$ cat config.mk
export PLATFORM = sky130hd
export DESIGN_NAME = matrix_serial_receiver
export DESIGN_NICKNAME = d
export VERILOG_FILES = /design/src/rtl/matrix_serial_receiver_pkg.sv /design/src/rtl/matrix_serial_receiver_link_sync.sv /design/src/rtl/matrix_serial_receiver.sv
export SDC_FILE = /design/constraint.sdc
export NUM_CORES = 2
export LEC_CHECK = 0
export ABC_AREA = 1
export CORE_ASPECT_RATIO = 0.7
export CORE_UTILIZATION = 28
export CTS_BUF_LIST = sky130_fd_sc_hd__clkbuf_2 sky130_fd_sc_hd__clkbuf_4 sky130_fd_sc_hd__clkbuf_8
export CTS_CLUSTER_SIZE = 30
export DETAILED_ROUTE_END_ITERATION = 12
export HOLD_SLACK_MARGIN = 0.08
export PLACE_DENSITY_LB_ADDON = 0.12
export SKIP_CTS_REPAIR_TIMING = 1
export SLEW_MARGIN = 0
export SYNTH_ARGS = -nofsm -noshare
export SYNTH_HDL_FRONTEND = slang
export SYNTH_SLANG_ARGS = --single-unit
$ cat constraint.sdc
create_clock -name clk -period 11.24 [get_ports clk]
set_clock_uncertainty 0.2 [all_clocks]
set_input_delay 1.124 -clock clk [delete_from_list [all_inputs] [get_ports clk]]
set_output_delay 1.124 -clock clk [all_outputs]
set_load 0.03 [all_outputs]
$ cat src/rtl/matrix_serial_receiver_pkg.sv
// Shared types and the cathode-field decoder for the LED matrix link receiver.
package matrix_pkg;

  localparam int MATRIX_N = 16;
  localparam int WORD_W   = 32;

  typedef logic [1:0] pixel_t;
  typedef logic [3:0] col_idx_t;

  typedef struct packed {
    logic     valid;
    col_idx_t idx;
  } col_dec_t;

  // Column c drives its cathode low on bit 15-c; exactly one low bit is a valid field.
  function automatic col_dec_t onecold_decode(input logic [15:0] cath);
    col_dec_t r;
    int       zeros;
    r     = '0;
    zeros = 0;
    for (int p = 0; p < 16; p++) begin
      if (!cath[p]) begin
        zeros = zeros + 1;
        r.idx = col_idx_t'(15 - p);
      end
    end
    r.valid = (zeros == 1);
    return r;
  endfunction

endpackage

$ cat src/rtl/matrix_serial_receiver_link_sync.sv
// Multi-flop synchronizer for one asynchronous link input, with a registered rising-edge pulse.
module link_sync #(
  parameter int SYNC_STAGES = 2
) (
  input  logic clk,
  input  logic rst_n,
  input  logic din,
  output logic dout,
  output logic rise
);

  logic [SYNC_STAGES-1:0] sync_q, sync_d;
  logic                   prev_q, prev_d;
  logic                   rise_q, rise_d;

  always_comb begin
    sync_d    = sync_q;
    sync_d[0] = din;
    for (int i = 1; i < SYNC_STAGES; i++) begin
      sync_d[i] = sync_q[i-1];
    end
    prev_d = sync_q[SYNC_STAGES-1];
    rise_d = sync_q[SYNC_STAGES-1] & ~prev_q;
  end

  always_ff @(posedge clk or negedge rst_n) begin
    if (!rst_n) begin
      sync_q <= '0;
      prev_q <= 1'b0;
      rise_q <= 1'b0;
    end else begin
      sync_q <= sync_d;
      prev_q <= prev_d;
      rise_q <= rise_d;
    end
  end

  assign dout = sync_q[SYNC_STAGES-1];
  assign rise = rise_q;

endmodule

$ cat src/rtl/matrix_serial_receiver.sv
// Receiving end of the 16x16 LED matrix link: emulates the 74HC595 chain, decodes
// column/anode words, accumulates density passes and rebuilds the 2-bit frame buffer.
module matrix_serial_receiver
  import matrix_pkg::*;
#(
  parameter int SYNC_STAGES = 2,
  parameter int PASSES      = 4
) (
  input  logic       clk,
  input  logic       rst_n,
  input  logic       serial_clk,
  input  logic       serial_data,
  input  logic       rclk,
  input  logic       clear,
  input  logic [3:0] rd_x,
  input  logic [3:0] rd_y,
  output logic [1:0] rd_pix,
  output logic       col_commit,
  output logic [3:0] commit_col,
  output logic       frame_done,
  output logic       err_col
);

  localparam logic [1:0] PASS_LAST = 2'(PASSES - 1);

  logic sclk_sync, sclk_rise, data_sync, rclk_sync_unused, rclk_rise, clear_sync;
  logic data_rise_unused, clear_rise_unused;

  link_sync #(.SYNC_STAGES(SYNC_STAGES)) u_sync_sclk (
    .clk(clk), .rst_n(rst_n), .din(serial_clk), .dout(sclk_sync), .rise(sclk_rise));
  link_sync #(.SYNC_STAGES(SYNC_STAGES)) u_sync_data (
    .clk(clk), .rst_n(rst_n), .din(serial_data), .dout(data_sync), .rise(data_rise_unused));
  link_sync #(.SYNC_STAGES(SYNC_STAGES)) u_sync_rclk (
    .clk(clk), .rst_n(rst_n), .din(rclk), .dout(rclk_sync_unused), .rise(rclk_rise));
  link_sync #(.SYNC_STAGES(SYNC_STAGES)) u_sync_clear (
    .clk(clk), .rst_n(rst_n), .din(clear), .dout(clear_sync), .rise(clear_rise_unused));

  logic [WORD_W-1:0]   shift_reg_q, shift_reg_d;
  logic [WORD_W-1:0]   word_q, word_d;
  logic                latch_vld_q, latch_vld_d;
  pixel_t              acc_q [MATRIX_N][MATRIX_N];
  pixel_t              acc_d [MATRIX_N][MATRIX_N];
  logic [1:0]          pass_q [MATRIX_N];
  logic [1:0]          pass_d [MATRIX_N];
  pixel_t              fb_q [MATRIX_N*MATRIX_N];
  pixel_t              fb_d [MATRIX_N*MATRIX_N];
  logic [MATRIX_N-1:0] seen_q, seen_d, seen_next;
  pixel_t              rd_pix_q, rd_pix_d;
  logic                col_commit_q, col_commit_d;
  col_idx_t            commit_col_q, commit_col_d;
  logic                frame_done_q, frame_done_d;
  logic                err_col_q, err_col_d;
  col_dec_t            dec;
  pixel_t              sum [MATRIX_N];

  always_comb begin
    shift_reg_d  = shift_reg_q;
    word_d       = word_q;
    latch_vld_d  = 1'b0;
    acc_d        = acc_q;
    pass_d       = pass_q;
    fb_d         = fb_q;
    seen_d       = seen_q;
    seen_next    = seen_q;
    col_commit_d = 1'b0;
    commit_col_d = commit_col_q;
    frame_done_d = 1'b0;
    err_col_d    = 1'b0;
    dec          = onecold_decode(word_q[15:0]);
    for (int y = 0; y < MATRIX_N; y++) begin
      sum[y] = '0;
    end

    if (!clear_sync) begin
      shift_reg_d = '0;
    end else if (sclk_rise) begin
      shift_reg_d = {shift_reg_q[WORD_W-2:0], data_sync};
    end

    // The latch captures the pre-shift register, matching the 595 storage stage.
    if (rclk_rise) begin
      word_d      = shift_reg_q;
      latch_vld_d = 1'b1;
    end

    if (latch_vld_q) begin
      if (!dec.valid) begin
        err_col_d = 1'b1;
      end else begin
        for (int y = 0; y < MATRIX_N; y++) begin
          sum[y] = (acc_q[dec.idx][y] == 2'd3) ? 2'd3
                 : acc_q[dec.idx][y] + {1'b0, word_q[16+y]};
        end
        if (pass_q[dec.idx] == PASS_LAST) begin
          pass_d[dec.idx] = '0;
          for (int y = 0; y < MATRIX_N; y++) begin
            fb_d[{dec.idx, 4'(y)}] = sum[y];
            acc_d[dec.idx][y]      = '0;
          end
          col_commit_d = 1'b1;
          commit_col_d = dec.idx;
          seen_next    = seen_q | (16'h1 << dec.idx);
          if (&seen_next) begin
            frame_done_d = 1'b1;
            seen_d       = '0;
          end else begin
            seen_d = seen_next;
          end
        end else begin
          pass_d[dec.idx] = pass_q[dec.idx] + 2'd1;
          for (int y = 0; y < MATRIX_N; y++) begin
            acc_d[dec.idx][y] = sum[y];
          end
        end
      end
    end

    rd_pix_d = fb_q[{rd_x, rd_y}];
  end

  always_ff @(posedge clk or negedge rst_n) begin
    if (!rst_n) begin
      shift_reg_q  <= '0;
      word_q       <= '0;
      latch_vld_q  <= 1'b0;
      seen_q       <= '0;
      rd_pix_q     <= '0;
      col_commit_q <= 1'b0;
      commit_col_q <= '0;
      frame_done_q <= 1'b0;
      err_col_q    <= 1'b0;
      for (int c = 0; c < MATRIX_N; c++) begin
        pass_q[c] <= '0;
        for (int y = 0; y < MATRIX_N; y++) begin
          acc_q[c][y] <= '0;
        end
      end
      for (int i = 0; i < MATRIX_N*MATRIX_N; i++) begin
        fb_q[i] <= '0;
      end
    end else begin
      shift_reg_q  <= shift_reg_d;
      word_q       <= word_d;
      latch_vld_q  <= latch_vld_d;
      acc_q        <= acc_d;
      pass_q       <= pass_d;
      fb_q         <= fb_d;
      seen_q       <= seen_d;
      rd_pix_q     <= rd_pix_d;
      col_commit_q <= col_commit_d;
      commit_col_q <= commit_col_d;
      frame_done_q <= frame_done_d;
      err_col_q    <= err_col_d;
    end
  end

  assign rd_pix     = rd_pix_q;
  assign col_commit = col_commit_q;
  assign commit_col = commit_col_q;
  assign frame_done = frame_done_q;
  assign err_col    = err_col_q;

endmodule
Word-level counts from Yosys, hierarchy flattened --
Cells that the tools add are included.
Storage, ports and cells: latch bits 0, input bits 14, logic and storage cells 880, memories kept 0, bits in registers 1158, memory bits (writable) 0, output and inout port bits 9, memory bits (read-only) 0
Cells by class: multiply operators 0, magnitude comparators 35, bitwise gates (word level) 57, mux-type cells 171, equal/unequal tests 19, divide/modulo/power cells 0, reductions and logical operators 20, shifts and indexed selects 1, add/sub/neg operators 32
Operator list (count):
- 512-bit bitwise mux | 32
- 512-bit bitwise AND | 16
- 512-bit inverter | 16
- 32-bit demux with 4-bit select | 16
- 32-bit 2-to-1 mux | 21
- 512-bit 2-to-1 mux | 1
- 32-bit by 2-bit adder with 32-bit output (second input constant) | 15
- 2-bit demux with 8-bit select | 16
- 9-bit greater-or-equal comparator (second input constant) | 17
- 8-bit inverter with 9-bit output | 17
- 9-bit by 1-bit < comparator with 1-bit output (second input constant) | 16
- 32-bit binary-select mux with 4-bit select | 1
- 2-bit 2-to-1 mux | 38
- 4-bit 2-to-1 mux | 17
- 2-bit equality test (second input constant) | 17
- 2-bit by 1-bit adder with 2-bit output | 16
- 32-bit bitwise AND | 1
- 32-bit bitwise mux | 1
- 32-bit by 2-bit equality test with 1-bit output (second input constant) | 1
- 16-bit 2-to-1 mux | 2
- 32-bit inverter | 1
- 30-bit 2-to-1 mux | 1
- 28-bit 2-to-1 mux | 1
- 26-bit 2-to-1 mux | 1
- other kinds (26) | 54

Depth between registers and ports, before layout --
depth after elaboration 39, depth in mapped cells 61, mapped depth without buffers 58

Hierarchy --
Synthesis repeated with hierarchy kept, for this count alone.
Second synthesis, totals: cell total of the unflattened synthesis 7081, area total of the unflattened synthesis 56698.1 um^2
Modules (own cells, without submodules):
- matrix_serial_receiver | cells each 7057, area each 56257.7 um^2, seq. area each 28677.5 um^2, times used 1
- link_sync | cells each 6, area each 110.1 um^2, seq. area each 100.1 um^2, times used 4

Worst setup path before layout --
No wires, ideal clock.
path type reg-to-reg, start point register word_q[1], end point register acc_q[209] in the netlist's numbering, required time 10.923 ns, arrival 8.208 ns, setup time 0.117 ns, slack 2.715 ns, period minus slack after synthesis 8.525 ns, cell stages (with the launch flop) 59, buffers on the path 3, cell sequence dfrtp_1 -> inv_1 -> ha_1 -> inv_1 -> nand2_1 -> nand2_1 -> ha_1 -> nand2_1 -> nand2_1 -> ha_1 -> or2_2 -> nand2_1 -> inv_1 -> ha_1 -> nand2_1 -> nand2_1 -> ha_1 -> nand2_1 -> [23 not listed] -> nor2_1 -> a31oi_1 -> ha_1 -> inv_1 -> nor3_1 -> inv_1 -> nand2_1 -> nand2_1 -> a21oi_2 -> nand2_2 -> nor2_4 -> and2_1 -> buf_4 -> buf_6 -> nand3_2 -> buf_2 -> nand2_1 -> nand2_1
On the way: cells in the longest elaborated chain, start to end 38, elaborated cells between the ends (all ways) 171, those cells by class add/sub: 30; order compare: 2; eq/ne: 18; mux: 86; bitwise: 33; reduce/logical: 2
Ends and longest elaborated chain:
- start, declared | line matrix_serial_receiver.sv:39 | logic [WORD_W-1:0] word_q, word_d;
- start signal, assigned | line matrix_serial_receiver.sv:143 | word_q <= word_d;
- branches (longest 38 deep; another with 32-bit by 2-bit adder with 32-bit output)
- end signal, assigned by index | line matrix_serial_receiver.sv:135 | acc_q[c][y] <= '0;
- end signal, assigned | line matrix_serial_receiver.sv:145 | acc_q <= acc_d;
- end, declared | line matrix_serial_receiver.sv:41 | pixel_t acc_q [MATRIX_N][MATRIX_N];
Parallel ways; which one is timed is not known. The select of a mux whose other input is x is not followed. A chain may end at the register's enable or synchronous reset.

Final worst setup path --
start point register word_q[0], end point register acc_q[218] in the netlist's numbering
On the way: cells in the longest elaborated chain, start to end 39, elaborated cells between the ends (all ways) 174, those cells by class add/sub: 31; order compare: 2; eq/ne: 18; mux: 88; bitwise: 33; reduce/logical: 2
Ends and longest elaborated chain:
- branches (longest 39 deep; another with 32-bit by 2-bit adder with 32-bit output)
Parallel ways; which one is timed is not known. The select of a mux whose other input is x is not followed.

==> out/summary.md <==
The run finished with clean final reports. After layout, the worst path uses 89.1% of the clock period. The vertical die dimension is 397 um, and the overall routing resource usage is 23.1%. The total of endpoints with negative setup slack in the final report came out at 0.

The number of enable flip-flop cells after synthesis was 0; the global placer's final weighted congestion was 0.858. The tightest hold path in the finished design has a slack of 150 ps. For the number of fill cells in the layout, the log shows 23,600. The number of flip-flops and latches in the synthesized netlist works out to 1,158. For met1 alone, demand over resource in global routing was 36.0%. Maximum clock rate: 0.0999 GHz.

The routed design has 265 mm of wire. The clock latency reported for the late side of the worst-skew pair is 970 ps. The prevailing post-synth register cell is sky130_fd_sc_hd__dfrtp_1.

Counting every net in the synthesized netlist gives 8,110. The multi-input combinational cell area is 27,200 um2, and the first-pass iteration count of the detailed router is 6. The startpoint-to-endpoint class of the critical path is reg -> reg. STA classifies the critical path endpoint as a flip-flop. The tools report the sequential cell area in the final layout as 29,000 um2. By area, the combinational part of the netlist is dominated by simple AND/OR/NAND/NOR gates. The most frequent cell on the critical path is sky130_fd_sc_hd__nand2_1.

After the last flow step, the layout net total stands at 7,883. The nature of the critical path startpoint is a flip-flop. In this run the remaining antenna-violating nets after routing total 0. Clock tree synthesis selected as its root buffer the cell sky130_fd_sc_hd__clkbuf_8.

Once placement finished, the instance area stood at 65,500 um2. Global routing consumed, on the met3 layer, 4.74% of the routing resources. Synthesis handed over a netlist of 8,063 instances. After global routing, the most crowded layer is met1. The full die area is 225,000 um2. The maximum net fanout on the critical path is 31.

Setup repair after global routing left no endpoint under its margin. At the worst endpoint, the arrival time is 10,660 ps. After detailed routing, the number of remaining DRC violations is 0. The post-synthesis compound-gate area fraction is 19.6%, and the adder and majority cell fraction of the synthesized area is 0.661%. Data on the critical path is required at its endpoint by 11,880 ps. For the number of library cell types mapped by synthesis, the log shows 47. The logs give 208 for the number of clock buffers inserted by TritonCTS and 28.3% for the effective utilization at floorplan.

For the deepest clock path buffer count, the log shows 4. For this run, the share of the core covered by cells in the final layout is 31.6%. The headroom to the max-slew limit was 12.0%. Number of DRC markers in iteration 0: 6,359. The worst hold path belongs to the class reg -> reg.

The largest net degree at the start of global routing is 138. The total vias in the final route is 57,500, and the deepest level of the CTS H-tree is 4. During placement, the flow inserted port buffers numbering 22. The average instance area after synthesis is 7.75 um2.

TritonCTS built the clock tree. Signed area change from the synthesized netlist to the final layout: 11.7%. Setup total negative slack on the finished layout was measured at 0 ps. Subtracting the final worst setup slack from the clock period gives 10,010 ps. The number of vias per cell after detailed routing is 5.27, and the number of clock sinks is 1,158.

Row generation in the floorplan step produced 144 rows. IR analysis of the VDD net gives a maximum drop of 0.0829 mV. The initial antenna violation count came out at 16. The slowest stage of the critical path is the sky130_fd_sc_hd__nand3_2 cell.

The hold violation total from the final report was 0. The global-route wire length before repair was 391 mm; the core region area was 221,000 um2. The clock slew seen by the registers of the worst setup and hold paths works out to 60 ps. The die is 567 um wide. The share of the Yosys chip area taken by registers is 46.4%. The number of synthesis warnings is 0. For this run, global-route usage on met2 was measured as 31.8%.

At the pin with the least slew margin, the transition time is 1320 ps. The share of layout cells above drive strength 1 came out at 9.03%. The analysis attributes to cell leakage a power of 32.8 nW. Simple-gate share of the synthesized area: 22.9%.

The number of global-route vias before repair is 54,800. The HPWL after detailed placement came out at 156 mm. Multiplexer cells account for 0.0180% of the synthesized area. The run gives 62,500 um2 as the synthesized cell area.

Overflow left after global routing: 0. After detailed routing, the average wire length per cell comes to 24.3 um. The final max-slew violation count came out at 0. The delay of the slowest critical-path stage came out at 460 ps. The tool flagged a number of max-cap violations equal to 0. Power spread over the standard cell area amounts to 146 nW/um2.

After routing the design area is 69,800 um2. The area share of xor/xnor cells in the synthesized design was 0%; the proportion of register bits with asynchronous set or reset after synthesis was 100%. In this run the count of I/O pins placed on the die edge is 23.
## layout make-up
cell class / instances / share of cell area (%)
diodes: 8 / 0.0287
clock buffers: 339 / 5.99
clock inverters: 16 / 0.134
inverters: 968 / 5.21
multi-input cells: 5275 / 38.9
flip-flops and latches: 1158 / 41.5
well taps: 2920 / 5.24
repair buffers: 225 / 2.93
## placed cells by master (no fill, tap or decap), drive strengths merged, types with 2 or more instances in the layout
master / instances
nand2: 1935
dfrtp: 1158
inv: 956
o21ai: 799
nand3: 694
o21bai: 514
clkbuf: 339
nor2: 309
nand4: 249
o22ai: 241
buf: 207
a21oi: 178
a221oi: 145
or2: 37
ha: 33
nor3: 27
clkinv: 24
o221ai: 18
o31ai: 17
clkdlybuf4s50: 17
a22o: 16
a221o: 13
nand3b: 12
and3: 10
diode: 8
o32ai: 8
o2111ai: 4
clkinvlp: 4
o211ai: 3
a31oi: 3
nor4: 2
o2111a: 2
or4: 2
## path summary, 6_finish.rpt
check	startpoint	end	slack [ps]	cells past startpoint
max	word_q[0]	acc_q[218]	1230	55
min	u_sync_rclk.sync_q[0]	u_sync_rclk.sync_q[1]	150	0
max reg2reg	word_q[0]	acc_q[218]	1230	55
min reg2reg	u_sync_rclk.sync_q[0]	u_sync_rclk.sync_q[1]	150	0
max in group asynchronous	rst_n	acc_q[268]	7900	4
min in group asynchronous	rst_n	fb_q[107]	630	2
## metal layers
layer / up-vias / wire length [um]
met3: 360 / 21000
met1: 28700 / 132000
met2: 2110 / 106000
li1: 26300 / -
met5: - / 34
met4: 4 / 6050
## through the flow
| stage | setup slack (ps) | std cells | power, mW |
|---|---|---|---|
| floorplan | 2710 | 8063 | 5.18 |
| global placement | 1380 | 10500 | 5.99 |
| detailed placement | 1330 | 10500 | 5.99 |
| CTS | 1280 | 10900 | 10.3 |
| global route | 341 | 10900 | 10.6 |
| finish | 1230 | 10900 | 10.2 |
## critical path, delay by kind of cell, from the launching register on
| kind | cells | cell delay [ps] |
|---|---|---|
| adders and majority gates | 14 | 4060 |
| and+or+nand+nor | 31 | 3680 |
| AOI/OAI and AO/OA | 4 | 860 |
| buffers and inverters | 6 | 780 |
| DFF | 1 | 350 |
## cell families (layout without fill, tap and decap cells)
family                   count (synthesis)  after routing
adder cells (fa/ha/maj)                 33             33
other                                    0              8
AND/OR/NAND/NOR                       3278           3278
buffers and inverters                 1630           1548
AO/OA/AOI/OAI                         1963           1963
flip-flops                            1158           1158
multiplexers                             1              1
## flip-flops by register name, summed over array words and instances, names as in the netlist, 4 cells and up
signal / flops
shift_reg_q: 32
word_q: 32
acc_q: 512
pass_q: 32
seen_q: 16
commit_col: 4
fb_q: 512
## Yosys cell counts (16+ instances only)
master,instances,area share (%)
sky130_fd_sc_hd__a21oi_1,177,1.4
sky130_fd_sc_hd__a221oi_1,145,2.0
sky130_fd_sc_hd__a22o_1,16,0.22
sky130_fd_sc_hd__buf_1,56,0.34
sky130_fd_sc_hd__buf_2,111,0.89
sky130_fd_sc_hd__buf_4,33,0.40
sky130_fd_sc_hd__clkbuf_1,448,2.7
sky130_fd_sc_hd__clkinv_1,16,0.096
sky130_fd_sc_hd__dfrtp_1,1158,46
sky130_fd_sc_hd__ha_1,33,0.66
sky130_fd_sc_hd__inv_1,940,5.6
sky130_fd_sc_hd__nand2_1,1919,12
sky130_fd_sc_hd__nand2_2,16,0.16
sky130_fd_sc_hd__nand3_1,668,5.4
sky130_fd_sc_hd__nand3_2,25,0.40
sky130_fd_sc_hd__nand4_1,249,2.5
sky130_fd_sc_hd__nor2_1,295,1.8
sky130_fd_sc_hd__nor3_1,27,0.22
sky130_fd_sc_hd__o21ai_0,601,4.8
sky130_fd_sc_hd__o21ai_1,198,1.6
sky130_fd_sc_hd__o21bai_1,514,6.2
sky130_fd_sc_hd__o221ai_1,18,0.25
sky130_fd_sc_hd__o22ai_1,241,2.4
sky130_fd_sc_hd__o31ai_1,17,0.20
sky130_fd_sc_hd__or2_2,37,0.37
## where the power goes
group | leakage [nW] | internal [mW] | switching, mW
registers | 16.1 | 4.19 | 0.0212
logic | 14.4 | 0.356 | 1.36
clock network | 2.28 | 2.32 | 1.96
total | 32.8 | 6.87 | 3.34
No activity file was read; power rests on OpenSTA's default activity.
